## config.mk

```make
export PLATFORM = sky130hd
export DESIGN_NAME = data_mem_arbiter_flat
export DESIGN_NICKNAME = d
export VERILOG_FILES = /design/src/rtl/data_mem_arbiter_if.sv /design/src/rtl/data_mem_arbiter.sv /design/src/flat_wrapper.sv
export SDC_FILE = /design/constraint.sdc
export NUM_CORES = 1
export LEC_CHECK = 0
export CAP_MARGIN = 40
export CORE_UTILIZATION = 47
export CTS_CLUSTER_DIAMETER = 50
export DETAILED_ROUTE_END_ITERATION = 12
export PLACE_DENSITY = 0.94
export SLEW_MARGIN = 20
export SYNTH_ARGS = -nofsm -noshare
export SYNTH_HDL_FRONTEND = slang
export SYNTH_SLANG_ARGS = --single-unit
```

## constraint.sdc

```tcl
create_clock -name clock -period 10 [get_ports clock]
set_input_delay 2 -clock clock [delete_from_list [all_inputs] [get_ports clock]]
set_output_delay 2 -clock clock [all_outputs]
set_load 0.005 [all_outputs]
```

## src/rtl/data_mem_arbiter_if.sv

```systemverilog
// data_mem_arbiter_if
// Bundles the two requester ports (CPU load/store stage on port 0 and
// debug/loader on port 1) together with the command/strobe/data
// signals that run between the arbiter and data_memory.
//   slave  : the arbiter side. It takes the requests and read_data, and it
//            drives the acks, the errors, the load data and the memory commands.
//   master : the requester/memory side (mirror of slave).
interface data_mem_arbiter_if;
    // requester port 0
    logic        p0_req;
    logic        p0_we;
    logic [2:0]  p0_funct3;
    logic [31:0] p0_addr;
    logic [31:0] p0_wdata;
    logic        p0_ack;
    logic        p0_err;
    logic [31:0] p0_rdata;
    // requester port 1
    logic        p1_req;
    logic        p1_we;
    logic [2:0]  p1_funct3;
    logic [31:0] p1_addr;
    logic [31:0] p1_wdata;
    logic        p1_ack;
    logic        p1_err;
    logic [31:0] p1_rdata;
    // memory side
    logic        MemRead;
    logic        MemWrite;
    logic [2:0]  funct3;
    logic [31:0] endereco;
    logic [31:0] write_data;
    logic [31:0] read_data;

    modport slave (
        input  p0_req, p0_we, p0_funct3, p0_addr, p0_wdata,
        input  p1_req, p1_we, p1_funct3, p1_addr, p1_wdata,
        input  read_data,
        output p0_ack, p0_err, p0_rdata,
        output p1_ack, p1_err, p1_rdata,
        output MemRead, MemWrite, funct3, endereco, write_data
    );

    modport master (
        output p0_req, p0_we, p0_funct3, p0_addr, p0_wdata,
        output p1_req, p1_we, p1_funct3, p1_addr, p1_wdata,
        output read_data,
        input  p0_ack, p0_err, p0_rdata,
        input  p1_ack, p1_err, p1_rdata,
        input  MemRead, MemWrite, funct3, endereco, write_data
    );
endinterface

```

## src/rtl/data_mem_arbiter.sv

```systemverilog
// data_mem_arbiter
// Shares the single data_memory port between two requesters. It uses
// round-robin arbitration. It rejects illegal, misaligned and out-of-range
// accesses before they reach the memory. Every access, whether it is a load,
// a store or a rejected access, completes with a one-cycle ack in the third
// cycle after the grant edge.
// Ports:
//   clock : rising-edge clock, shared with data_memory
//   reset : asynchronous, active-high
//   bus   : data_mem_arbiter_if.slave, which carries the requester handshakes
//           (pN_*) and the memory command/strobe/read-data signals
module data_mem_arbiter #(
    parameter int unsigned MEM_BYTES = 1024
) (
    input  logic                 clock,
    input  logic                 reset,
    data_mem_arbiter_if.slave    bus
);

    typedef enum logic [1:0] {
        ST_IDLE  = 2'd0,
        ST_ISSUE = 2'd1,
        ST_RESP  = 2'd2
    } state_t;

    // Byte count of an access; 0 marks an illegal size code.
    function automatic logic [2:0] access_size(input logic [2:0] f3);
        logic [2:0] size;
        case (f3)
            3'b000:  size = 3'd1;
            3'b001:  size = 3'd2;
            3'b010:  size = 3'd4;
            default: size = 3'd0;
        endcase
        return size;
    endfunction

    // An access is rejected when the size code is illegal, the address is
    // misaligned, or the access runs past the end of memory. The end address
    // is formed in 33 bits, so an address near 2^32 cannot wrap back into range.
    function automatic logic access_bad(input logic [2:0] f3, input logic [31:0] addr);
        logic [2:0]  size;
        logic [32:0] end_addr;
        logic        misaligned;
        size     = access_size(f3);
        end_addr = {1'b0, addr} + {30'd0, size};
        case (f3)
            3'b001:  misaligned = addr[0];
            3'b010:  misaligned = (addr[1:0] != 2'b00);
            default: misaligned = 1'b0;
        endcase
        return (size == 3'd0) | misaligned | (end_addr > 33'(MEM_BYTES));
    endfunction

    state_t      state_r;
    logic        owner_r;
    logic        bad_r;
    logic        last_grant_r;
    logic        cmd_we_r;
    logic [2:0]  cmd_funct3_r;
    logic [31:0] cmd_addr_r;
    logic [31:0] cmd_wdata_r;
    logic        mem_read_r;
    logic        mem_write_r;
    logic        p0_ack_r;
    logic        p0_err_r;
    logic [31:0] p0_rdata_r;
    logic        p1_ack_r;
    logic        p1_err_r;
    logic [31:0] p1_rdata_r;

    logic        elig0_s;
    logic        elig1_s;
    logic        grant_valid_s;
    logic        grant_port_s;
    logic        sel_we_s;
    logic [2:0]  sel_funct3_s;
    logic [31:0] sel_addr_s;
    logic [31:0] sel_wdata_s;
    logic        sel_bad_s;

    // A port is masked in its own ack cycle. This keeps a requester that is
    // still lowering req from being granted a second time.
    assign elig0_s = bus.p0_req & ~p0_ack_r;
    assign elig1_s = bus.p1_req & ~p1_ack_r;

    // Grant selection: a lone eligible port wins; a tie goes to the port that was not granted last.
    always_comb begin
        grant_valid_s = 1'b0;
        grant_port_s  = 1'b0;
        if (elig0_s && elig1_s) begin
            grant_valid_s = 1'b1;
            grant_port_s  = ~last_grant_r;
        end else if (elig0_s) begin
            grant_valid_s = 1'b1;
            grant_port_s  = 1'b0;
        end else if (elig1_s) begin
            grant_valid_s = 1'b1;
            grant_port_s  = 1'b1;
        end else begin
            grant_valid_s = 1'b0;
            grant_port_s  = 1'b0;
        end
    end

    assign sel_we_s     = grant_port_s ? bus.p1_we     : bus.p0_we;
    assign sel_funct3_s = grant_port_s ? bus.p1_funct3 : bus.p0_funct3;
    assign sel_addr_s   = grant_port_s ? bus.p1_addr   : bus.p0_addr;
    assign sel_wdata_s  = grant_port_s ? bus.p1_wdata  : bus.p0_wdata;
    assign sel_bad_s    = access_bad(sel_funct3_s, sel_addr_s);

    // Sequencer IDLE -> ISSUE -> RESP, with all memory and requester outputs registered.
    always_ff @(posedge clock or posedge reset) begin
        if (reset) begin
            state_r      <= ST_IDLE;
            owner_r      <= 1'b0;
            bad_r        <= 1'b0;
            last_grant_r <= 1'b1;
            cmd_we_r     <= 1'b0;
            cmd_funct3_r <= 3'd0;
            cmd_addr_r   <= 32'd0;
            cmd_wdata_r  <= 32'd0;
            mem_read_r   <= 1'b0;
            mem_write_r  <= 1'b0;
            p0_ack_r     <= 1'b0;
            p0_err_r     <= 1'b0;
            p0_rdata_r   <= 32'd0;
            p1_ack_r     <= 1'b0;
            p1_err_r     <= 1'b0;
            p1_rdata_r   <= 32'd0;
        end else begin
            // Acks and errs are single-cycle pulses unless RESP sets them again.
            p0_ack_r <= 1'b0;
            p0_err_r <= 1'b0;
            p1_ack_r <= 1'b0;
            p1_err_r <= 1'b0;
            case (state_r)
                ST_IDLE: begin
                    if (grant_valid_s) begin
                        owner_r      <= grant_port_s;
                        last_grant_r <= grant_port_s;
                        bad_r        <= sel_bad_s;
                        cmd_we_r     <= sel_we_s;
                        cmd_funct3_r <= sel_funct3_s;
                        cmd_addr_r   <= sel_addr_s;
                        cmd_wdata_r  <= sel_wdata_s;
                        // A rejected access never raises a strobe.
                        mem_read_r   <= ~sel_we_s & ~sel_bad_s;
                        mem_write_r  <= sel_we_s & ~sel_bad_s;
                        state_r      <= ST_ISSUE;
                    end else begin
                        state_r <= ST_IDLE;
                    end
                end
                ST_ISSUE: begin
                    mem_read_r  <= 1'b0;
                    mem_write_r <= 1'b0;
                    state_r     <= ST_RESP;
                end
                ST_RESP: begin
                    // The memory registers read_data, so it is valid in this cycle.
                    if (owner_r) begin
                        p1_ack_r <= 1'b1;
                        p1_err_r <= bad_r;
                        if (!cmd_we_r) begin
                            p1_rdata_r <= bad_r ? 32'd0 : bus.read_data;
                        end else begin
                            p1_rdata_r <= p1_rdata_r;
                        end
                    end else begin
                        p0_ack_r <= 1'b1;
                        p0_err_r <= bad_r;
                        if (!cmd_we_r) begin
                            p0_rdata_r <= bad_r ? 32'd0 : bus.read_data;
                        end else begin
                            p0_rdata_r <= p0_rdata_r;
                        end
                    end
                    cmd_funct3_r <= 3'd0;
                    cmd_addr_r   <= 32'd0;
                    cmd_wdata_r  <= 32'd0;
                    state_r      <= ST_IDLE;
                end
                default: begin
                    mem_read_r  <= 1'b0;
                    mem_write_r <= 1'b0;
                    state_r     <= ST_IDLE;
                end
            endcase
        end
    end

    assign bus.p0_ack     = p0_ack_r;
    assign bus.p0_err     = p0_err_r;
    assign bus.p0_rdata   = p0_rdata_r;
    assign bus.p1_ack     = p1_ack_r;
    assign bus.p1_err     = p1_err_r;
    assign bus.p1_rdata   = p1_rdata_r;
    assign bus.MemRead    = mem_read_r;
    assign bus.MemWrite   = mem_write_r;
    assign bus.funct3     = cmd_funct3_r;
    assign bus.endereco   = cmd_addr_r;
    assign bus.write_data = cmd_wdata_r;

endmodule

```

## src/flat_wrapper.sv

```systemverilog
// flat-port wrapper written by rule: the top's interface ports become plain ports
module data_mem_arbiter_flat 
#(
    parameter int unsigned MEM_BYTES = 1024
)
  (clock, reset, bus_p0_req, bus_p0_we, bus_p0_funct3, bus_p0_addr, bus_p0_wdata, bus_p1_req, bus_p1_we, bus_p1_funct3, bus_p1_addr, bus_p1_wdata, bus_read_data, bus_p0_ack, bus_p0_err, bus_p0_rdata, bus_p1_ack, bus_p1_err, bus_p1_rdata, bus_MemRead, bus_MemWrite, bus_funct3, bus_endereco, bus_write_data);
  data_mem_arbiter_if bus_i ();
  input  logic clock;
  input  logic reset;
  input wire logic [$bits(bus_i.p0_req)-1:0] bus_p0_req;
  input wire logic [$bits(bus_i.p0_we)-1:0] bus_p0_we;
  input wire logic [$bits(bus_i.p0_funct3)-1:0] bus_p0_funct3;
  input wire logic [$bits(bus_i.p0_addr)-1:0] bus_p0_addr;
  input wire logic [$bits(bus_i.p0_wdata)-1:0] bus_p0_wdata;
  input wire logic [$bits(bus_i.p1_req)-1:0] bus_p1_req;
  input wire logic [$bits(bus_i.p1_we)-1:0] bus_p1_we;
  input wire logic [$bits(bus_i.p1_funct3)-1:0] bus_p1_funct3;
  input wire logic [$bits(bus_i.p1_addr)-1:0] bus_p1_addr;
  input wire logic [$bits(bus_i.p1_wdata)-1:0] bus_p1_wdata;
  input wire logic [$bits(bus_i.read_data)-1:0] bus_read_data;
  output wire logic [$bits(bus_i.p0_ack)-1:0] bus_p0_ack;
  output wire logic [$bits(bus_i.p0_err)-1:0] bus_p0_err;
  output wire logic [$bits(bus_i.p0_rdata)-1:0] bus_p0_rdata;
  output wire logic [$bits(bus_i.p1_ack)-1:0] bus_p1_ack;
  output wire logic [$bits(bus_i.p1_err)-1:0] bus_p1_err;
  output wire logic [$bits(bus_i.p1_rdata)-1:0] bus_p1_rdata;
  output wire logic [$bits(bus_i.MemRead)-1:0] bus_MemRead;
  output wire logic [$bits(bus_i.MemWrite)-1:0] bus_MemWrite;
  output wire logic [$bits(bus_i.funct3)-1:0] bus_funct3;
  output wire logic [$bits(bus_i.endereco)-1:0] bus_endereco;
  output wire logic [$bits(bus_i.write_data)-1:0] bus_write_data;
  assign bus_i.p0_req = bus_p0_req;
  assign bus_i.p0_we = bus_p0_we;
  assign bus_i.p0_funct3 = bus_p0_funct3;
  assign bus_i.p0_addr = bus_p0_addr;
  assign bus_i.p0_wdata = bus_p0_wdata;
  assign bus_i.p1_req = bus_p1_req;
  assign bus_i.p1_we = bus_p1_we;
  assign bus_i.p1_funct3 = bus_p1_funct3;
  assign bus_i.p1_addr = bus_p1_addr;
  assign bus_i.p1_wdata = bus_p1_wdata;
  assign bus_i.read_data = bus_read_data;
  assign bus_p0_ack = bus_i.p0_ack;
  assign bus_p0_err = bus_i.p0_err;
  assign bus_p0_rdata = bus_i.p0_rdata;
  assign bus_p1_ack = bus_i.p1_ack;
  assign bus_p1_err = bus_i.p1_err;
  assign bus_p1_rdata = bus_i.p1_rdata;
  assign bus_MemRead = bus_i.MemRead;
  assign bus_MemWrite = bus_i.MemWrite;
  assign bus_funct3 = bus_i.funct3;
  assign bus_endereco = bus_i.endereco;
  assign bus_write_data = bus_i.write_data;
  data_mem_arbiter #(.MEM_BYTES(MEM_BYTES)) u_core (.clock(clock), .reset(reset), .bus(bus_i));
endmodule
```

# --- Word-level counts from Yosys, hierarchy flattened ---
# Cells that the tools add are included.
word_totals:
  ff_bits: 143
  in_bits: 172
  output_inout_bits: 137
classes:
  addsub: 1
  order_cmp: 1
  n_eq_ne: 5
  mux: 32
  n_bitwise: 14
  n_reduce_logical: 11
ops:
  columns: ["op", "n"]
  rows:
  - ["$mux 32", 5]
  - ["$pmux 32 s2", 2]
  - ["$add 32x3->33", 1]
  - ["$gt 33x11->1 const B", 1]
  - ["$mux 1", 17]
  - ["$pmux 3 s3", 1]
  - ["$not 1->1", 8]
  - ["$logic_not 3->1", 2]
  - ["$mux 3", 2]
  - ["$pmux 1 s2", 3]
  - ["$pmux 3 s2", 1]
  - ["$reduce_and 2->1", 3]
  - ["$reduce_and 3->1", 2]
  - ["$and 1x1->1", 4]
  - ["$pmux 2 s2", 1]
  - ["$reduce_bool 2->1", 2]
  - ["$eq 3x1->1 const B", 1]
  - ["$eq 3x2->1 const B", 1]
  - ["$eq 2x1->1 const B", 1]
  - ["$eq 2x2->1 const B", 1]
  - ["$logic_not 2->1", 1]
  - ["$ne 2x1->1 const B", 1]
  - ["$or 1x1->1", 2]
  - ["$logic_and 1x1->1", 1]

# --- Logic depth before layout (Yosys ltp) ---
# Gate-level depths: netlist (run 1).
logic_depth:
  ltp_word: 15
  mapped_depth: 19

# --- Least setup slack after synthesis (run 1) ---
# OpenSTA, ideal clock, no wires.
synth_timing:
  path_type: "input-to-reg"
  startpoint: "in bus_p1_req"
  endpoint: "reg u_core.bad_r"
  setup_ns: 0.126
  arrival_time_ns: 5.477
  slack_ns: 4.397
  cell_stages: 19
  n_path_buf: 5
  cell_sequence: "nor2b_1 > buf_4 > nand2_4 > buf_4 > buf_2 > buf_2 > mux2i_1 > nand3_1 > nor2b_1 > ha_1 > fa_1 > a21oi_1 > clkbuf_1 > a21oi_1 > o31ai_1 > a21oi_1 > o31ai_1 > nand2_1 > o32a_1"
synth_between:
  elab_chain_cells: 10
  elab_cells_between_ends: 21
  classes_between: "add/sub: 1; order compare: 1; eq/ne: 2; mux: 9; bitwise: 3; reduce/logical: 5"
synth_rtl:
  columns: ["element", "line", "source"]
  rows:
  - ["start: declaration", "flat_wrapper.sv:15", "input wire logic [$bits(bus_i.p1_req)-1:0] bus_p1_req;"]
  - ["$and 1x1->1 *", "data_mem_arbiter.sv:85", "assign elig1_s = bus.p1_req & ~p1_ack_r;"]
  - ["$mux 1", "data_mem_arbiter.sv:97", "end else if (elig1_s) begin"]
  - ["$mux 1", "data_mem_arbiter.sv:94", "end else if (elig0_s) begin"]
  - ["$mux 1", "data_mem_arbiter.sv:91", "if (elig0_s && elig1_s) begin"]
  - ["$mux 3", "data_mem_arbiter.sv:107", "assign sel_funct3_s = grant_port_s ? bus.p1_funct3 : bus.p0_funct3;"]
  - ["$eq 3x2->1, or another cell as far along", "data_mem_arbiter.sv:29, data_mem_arbiter.sv:47", null]
  - ["$pmux 3 s3", "data_mem_arbiter.sv:29", "case (f3)"]
  - ["$add 32x3->33 / $logic_not 3->1 (equally long branches)", "data_mem_arbiter.sv:46, data_mem_arbiter.sv:52", null]
  - ["$gt 33x11->1 / $or 1x1->1 (equally long branches)", "data_mem_arbiter.sv:52", "return (size == 3'd0) | misaligned | (end_addr > 33'(MEM_BYTES));"]
  - ["$or 1x1->1", "data_mem_arbiter.sv:52", null]
  - ["end signal: assignment", "data_mem_arbiter.sv:142", "bad_r <= sel_bad_s;"]
  - ["end: declaration", "data_mem_arbiter.sv:57", "logic bad_r;"]
# Mark *: on every way between the ends. The rest lies on a longest branch, timed or not.
# A chain may end at the register's enable or synchronous reset.

# --- Worst setup path after layout (run 1) ---
# Same ends and word-level chain as after synthesis.

==> impl_metrics.ini, run 1 <==
[yosys]
synthTopCellsByArea = dfrtp_1 46%, o21ai_0 8.8%, mux2i_1 8.1%
synth_cells = 818
synth_ff_type = dfrtp_1
synth.top_cell.area_share = 0.464
ys_seq_area_frac = 0.467
ys.warnings.count = 0
synth_area_sq_mm = 0.00766
syn_nets = 994
synthArstFlopShare = 1.00
synth.avg_cell_area_sq_um = 9.36
ys_types = 74
ys_ff_latch = 143
synth-edff-count = 0
synth_area_leader_cell = dfrtp_1

[final_layout]
final_core_util = 0.724
final_cell_mix = 308 x clkdlybuf4s50_1, 153 x nand2_1, 142 x dfrtp_1
final_nets = 1283
final_common_cell = clkdlybuf4s50_1
drive_gt1_frac = 0.0705
n_antenna_cell = 0
syn2layout_area_growth_pct = 50.2
final_cell_area_sq_mm = 0.0115

[drt]
viasPerCell = 5.79
drt-pass1-iter-count = 5
routedWlPerCell_um = 20.1
first_iter_violations = 668
drtAntennaViolNets = 0
num_vias = 7737
route.detailed.drc = 0
wl_um = 26800

[sta]
setup_viol = 0
fin_crit_sh = 0.668
finClkSkew_ns = 0.0121
layout_setup_ws_ns = 3.32
final-hold-violation-count = 0
fin_crit_ns = 6.68
fmax_mhz = 150
timing.hold.ws_ns = 0.477
fin_setup_tns_ns = 0
tightest_slew_ns = 0.818
rsz0062_at_grt = false
drv_slew = 0
slew_headroom = 0.444

[setup_path]
arrival_ns = 6.98
cp_top_family = compound AO/OA/AOI/OAI gates
crit_path_top_delay_cell = nor2b_1
end_kind = flip-flop
slowest_delay_ns = 0.61
crit_type = in -> reg
required_ns = 10.31
cp-start-kind = input pin
cp_max_fo = 44
crit_path_cell_trace = clkdlybuf4s50_1 -> nor2b_1 -> nand2_4 -> a21boi_0 -> inv_1 -> ha_1 -> fa_1 -> a21oi_1 -> nor3b_1 -> or3_1 -> a31oi_1 -> a21oi_1 -> o31ai_1 -> nand2_1 -> o32a_1
crit_buf_inv = 2
crit_top_cell = a21oi_1

[power]
p_leak_nw = 4.77
power.density_mw_per_mm2 = 248
ir_worst_vdd_uv = 142

[die]
start_util = 0.482
coreArea_sq_mm = 0.0159
pin_count = 309
die_area_sq_mm = 0.0168
num_rows = 46
die_h_um = 130
die_w_um = 130

[clock_tree]
cts.sinks = 143
htreeDepth = 4
post_cts_resized = 0
hold_buffers = 0
clk_latency_ns = 0.43
numCtsBuffers = 17
tritoncts = yes
post_cts_buffers = 0
clock_path_buffers = 2
ctsRootBufferMaster = clkbuf_16
path_clk_slew_ns = 0.07

[placement]
gp_congestion = 1.04
dp_hpwl_um = 20000
postPlaceCellArea_sq_mm = 0.0109
portBuffers = 308
pre_cts_ws_ns = 3.05

[grt]
grt_max_degree = 69
grt_first_pass_wirelength_um = 41400
antenna_found_initial = 0
grt_use_total = 0.323
grt_overflow = 0
grt_pass1_vias = 7615

[worst_hold_path]
hold_path_class = reg -> reg

[status]
status = finished, final reports clean

[job]
maxCapViolations = 0
## layer usage
| layer | routed length, um | track usage |
|---|---|---|
| met5 | 0 | 0 |
| met4 | 775 | 0.127 |
| met3 | 2470 | 0.0768 |
| met2 | 13100 | 0.536 |
| met1 | 10500 | 0.407 |
## final timing paths
| check | depth (start not counted) | slack (ns) | to | startpoint |
|---|---|---|---|---|
| max in group asynchronous | 4 | 6.71 | u_core.bus.p0_rdata[23] | reset |
| min in group asynchronous | 2 | 2.03 | u_core.bus.p1_rdata[0] | reset |
| max reg2reg | 14 | 4.95 | u_core.bad_r | u_core.bus.p1_ack |
| min | 2 | 0.48 | u_core.bus.p0_rdata[11] | u_core.bus.p0_rdata[11] |
| min reg2reg | 2 | 0.48 | u_core.bus.p0_rdata[11] | u_core.bus.p0_rdata[11] |
| max | 15 | 3.32 | u_core.bad_r | bus_p1_req |
## per-stage QoR
stage	total power [W]	instances
CTS	0.00286	1336
global placement	0.00217	1299
global route	0.00302	1336
finish	0.00285	1336
detailed placement	0.00224	1304
floorplan	0.00148	818
## registers in the layout, summed over array words and instances (netlist names), 2 cells and up
register and count:
u_core.bus.endereco 32, u_core.bus.p0_rdata 32, u_core.bus.p1_rdata 32, u_core.bus.write_data 32
u_core.bus.funct3 3, u_core.state_r 2
## power by group
part	internal, W	total [W]	switching (W)
registers	0.000832	0.000981	0.000149
clock network	0.000333	0.000614	0.000281
logic	0.000666	0.00126	0.000590
total	0.00183	0.00285	0.00102
## cell type report
cell class | count | area [sq um]
Fill cell | 1151 | 4380
Inverter | 6 | 27.5
Clock buffer | 18 | 439
Clock inverter | 14 | 121
Timing Repair Buffer | 318 | 3210
Tap cell | 216 | 270
Multi-Input combinational cell | 621 | 3850
Sequential cell | 143 | 3580
## cells in the mapped netlist, types with 3 or more instances
| master | number |
|---|---|
| nand4_1 | 26 |
| nand2_1 | 153 |
| mux2i_1 | 62 |
| o21ai_0 | 134 |
| dfrtp_1 | 142 |
| and3_1 | 7 |
| and2_1 | 8 |
| nor4_1 | 4 |
| a21oi_1 | 15 |
| a22o_1 | 8 |
| or3_1 | 4 |
| a31oi_1 | 4 |
| xnor2_1 | 6 |
| nor2b_1 | 4 |
| buf_1 | 3 |
| buf_2 | 8 |
| ha_1 | 3 |
| nor3_1 | 9 |
| o31ai_1 | 6 |
| inv_1 | 5 |
| or4_1 | 3 |
| xor2_1 | 7 |
| clkbuf_1 | 30 |
| nand2b_1 | 40 |
| mux2_2 | 5 |
| and3b_1 | 3 |
| nor2_1 | 18 |
| a211oi_1 | 6 |
| buf_4 | 5 |
| nand3_1 | 25 |
| a21oi_2 | 3 |
| a21o_1 | 3 |
| o211ai_1 | 3 |
## cells by family (layout without fill, tap and decap cells)
group	Yosys count	in the layout	synth area share
AO/OA/AOI/OAI	207	207	0.163
multiplexers	69	69	0.0922
adder cells (fa/ha/maj)	4	4	0.00752
AND/OR/NAND/NOR	328	328	0.223
XOR/XNOR	13	13	0.0149
buffers and inverters	54	356	0.0322
flip-flops	143	143	0.467
## worst min-delay path, stage by stage (launching register included)
cell and delay (ns):
dfrtp_1 0.34, nand2_1 0.04, o21ai_0 0.06
Note: power is estimated with default switching activity, not from simulation.
==> inputs of run 2 (changes only) <==
--- a/config.mk
+++ b/config.mk
@@ -6,10 +6,10 @@
 export NUM_CORES = 1
 export LEC_CHECK = 0
 export CAP_MARGIN = 40
-export CORE_UTILIZATION = 47
+export CORE_UTILIZATION = 44
 export CTS_CLUSTER_DIAMETER = 50
 export DETAILED_ROUTE_END_ITERATION = 12
-export PLACE_DENSITY = 0.94
+export PLACE_DENSITY = 0.89
 export SLEW_MARGIN = 20
 export SYNTH_ARGS = -nofsm -noshare
 export SYNTH_HDL_FRONTEND = slang
==> constraint.sdc (replaced) <==
create_clock -name clock -period 6.7 [get_ports clock]
set_input_delay 1.34 -clock clock [delete_from_list [all_inputs] [get_ports clock]]
set_output_delay 1.34 -clock clock [all_outputs]
set_load 0.005 [all_outputs]
==> run 2 against run 1 <==
- via count down 2.4%
- combinational power up 48%
- cell area up 0.28%
- worst hold slack about the same
- count of clock-buffer cells in the layout unchanged
- sequential power up 48%
- register-to-register slack worse by 3.0 ns
- routed wire length down 6.5%
- total power up 48%
- highest routed layer unchanged
==> impl_metrics.ini, run 2 (synthesis results as in run 1) <==
[status]
status = finished, final reports clean

[final_layout]
syn2layout_area_growth_pct = 50.6
multi_input_area_sq_mm = 0.00385
stdcell_count = 1343
regArea_sq_mm = 0.00358
final_nets = 1286
final_common_cell = clkdlybuf4s50_1
drive_gt1_frac = 0.0730
final_cell_mix = 308 x clkdlybuf4s50_1, 153 x nand2_1, 142 x dfrtp_1
fillers = 1259
final_core_util = 0.688
n_antenna_cell = 0
final_cell_area_sq_mm = 0.0115

[setup_path]
required_ns = 7.00
cp_max_fo = 16
cp-start-kind = input pin
end_kind = flip-flop
crit_type = in -> reg
arrival_ns = 6.03

[clock_tree]
numCtsBuffers = 17
hold_buffers = 0
post_cts_buffers = 0
cts.sinks = 143
post_cts_resized = 0
ctsRootBufferMaster = clkbuf_16
path_clk_slew_ns = 0.07
tritoncts = yes
clk_latency_ns = 0.42
htreeDepth = 4
clock_path_buffers = 2

[placement]
portBuffers = 308
dp_cells = 1310
postPlaceCellArea_sq_mm = 0.0109
gp_congestion = 0.954
dp_hpwl_um = 18800
pre_cts_ws_ns = 0.668

[grt]
antenna_found_initial = 0
grt_first_pass_wirelength_um = 39900
grt_pass1_vias = 7545
grt_max_degree = 96
grt_overflow = 0
grt_use_total = 0.285

[sta]
finClkSkew_ns = 0.0116
slew_headroom = 0.430
fin_crit_sh = 0.854
final-hold-violation-count = 0
drv_slew = 0
tightest_slew_ns = 0.838
setup_viol = 0
fin_setup_tns_ns = 0
rsz0062_at_grt = false
fin_crit_ns = 5.72
layout_setup_ws_ns = 0.976
fmax_mhz = 175

[power]
p_leak_nw = 4.77
power.density_mw_per_mm2 = 365
ir_worst_vdd_uv = 228

[die]
die_h_um = 134
num_rows = 47
coreArea_sq_mm = 0.0168
die_area_sq_mm = 0.0179
pin_count = 309
start_util = 0.457
die_w_um = 134

[drt]
routedWlPerCell_um = 18.7
drtAntennaViolNets = 0
drt-pass1-iter-count = 5
wl_um = 25100
num_vias = 7551
viasPerCell = 5.62
first_iter_violations = 582
route.detailed.drc = 0

[worst_hold_path]
hold_path_class = reg -> reg

[job]
maxCapViolations = 0
[run 2: cell count changes in the layout (fill, tap and decap cells not counted)]
cell        before  now
clkinvlp_4       2    4
inv_6            8    5
clkinv_8         0    1
buf_4            6    9
[run 2: cell type report]
cell class | instances | area share
clock inverter | 14 | 0.0110
tap | 220 | 0.0239
multi-input combinational | 621 | 0.334
clock buffer | 18 | 0.0381
inverter | 6 | 0.00239
timing repair buffer | 321 | 0.280
sequential | 143 | 0.310
[run 2: worst max-delay path: stages]
cell and delay, ns:
clkdlybuf4s50_1 0.54, nand2b_1 0.20, nor2_2 0.72, mux2i_2 0.45
and3_1 0.22, ha_1 0.28, a21oi_1 0.29, and2_1 0.58
nand4b_1 0.15, a31oi_1 0.20, a21oi_1 0.06, o31ai_1 0.51
nand2_1 0.11, o32a_1 0.36
[run 2: metrics by stage]
stage	hold WS, ns	power, W
4_1_cts	0.484	0.00424
2_1_floorplan	0.442	0.00221
3_3_place_gp	0.460	0.00325
3_5_place_dp	0.469	0.00332
6_report	0.477	0.00422
5_1_grt	0.501	0.00449
[run 2: where the power goes]
part / internal [W] / total (W) / switching [W] / leakage, nW
clock network: 0.000496 / 0.000903 / 0.000407 / 0.267
logic: 0.000999 / 0.00186 / 0.000862 / 2.66
registers: 0.00124 / 0.00145 / 0.000210 / 1.84
total: 0.00274 / 0.00422 / 0.00148 / 4.77
[run 2: per-layer routing]
layer,vias up,global-route usage,part of all wire
met5,-,0,0
met4,0,0.0997,0.023
met3,50,0.0624,0.081
met2,378,0.469,0.48
met1,3606,0.370,0.42
li1,3517,-,-
[run 2: worst paths after layout]
| check | slack, ns | end | from | cells after the start |
|---|---|---|---|---|
| setup / recovery | 0.98 | u_core.bad_r | bus_p1_req | 14 |
| hold / removal | 0.48 | u_core.bus.p0_rdata[5] | u_core.bus.p0_rdata[5] | 2 |
| setup reg to reg | 1.95 | u_core.bad_r | u_core.bus.p1_ack | 13 |
| hold reg to reg | 0.48 | u_core.bus.p0_rdata[5] | u_core.bus.p0_rdata[5] | 2 |
| max in group asynchronous | 4.15 | u_core.bus.endereco[15] | reset | 4 |
| min in group asynchronous | 1.25 | u_core.bus.p0_rdata[1] | reset | 2 |
==> inputs of run 3 (changes only) <==
--- a/config.mk
+++ b/config.mk
@@ -5,6 +5,7 @@
 export SDC_FILE = /design/constraint.sdc
 export NUM_CORES = 1
 export LEC_CHECK = 0
+export ABC_AREA = 0
 export CAP_MARGIN = 40
 export CORE_UTILIZATION = 44
 export CTS_CLUSTER_DIAMETER = 50
==> results of run 3 <==
No change in the layout: final DEF, timing and power equal those of run 2.
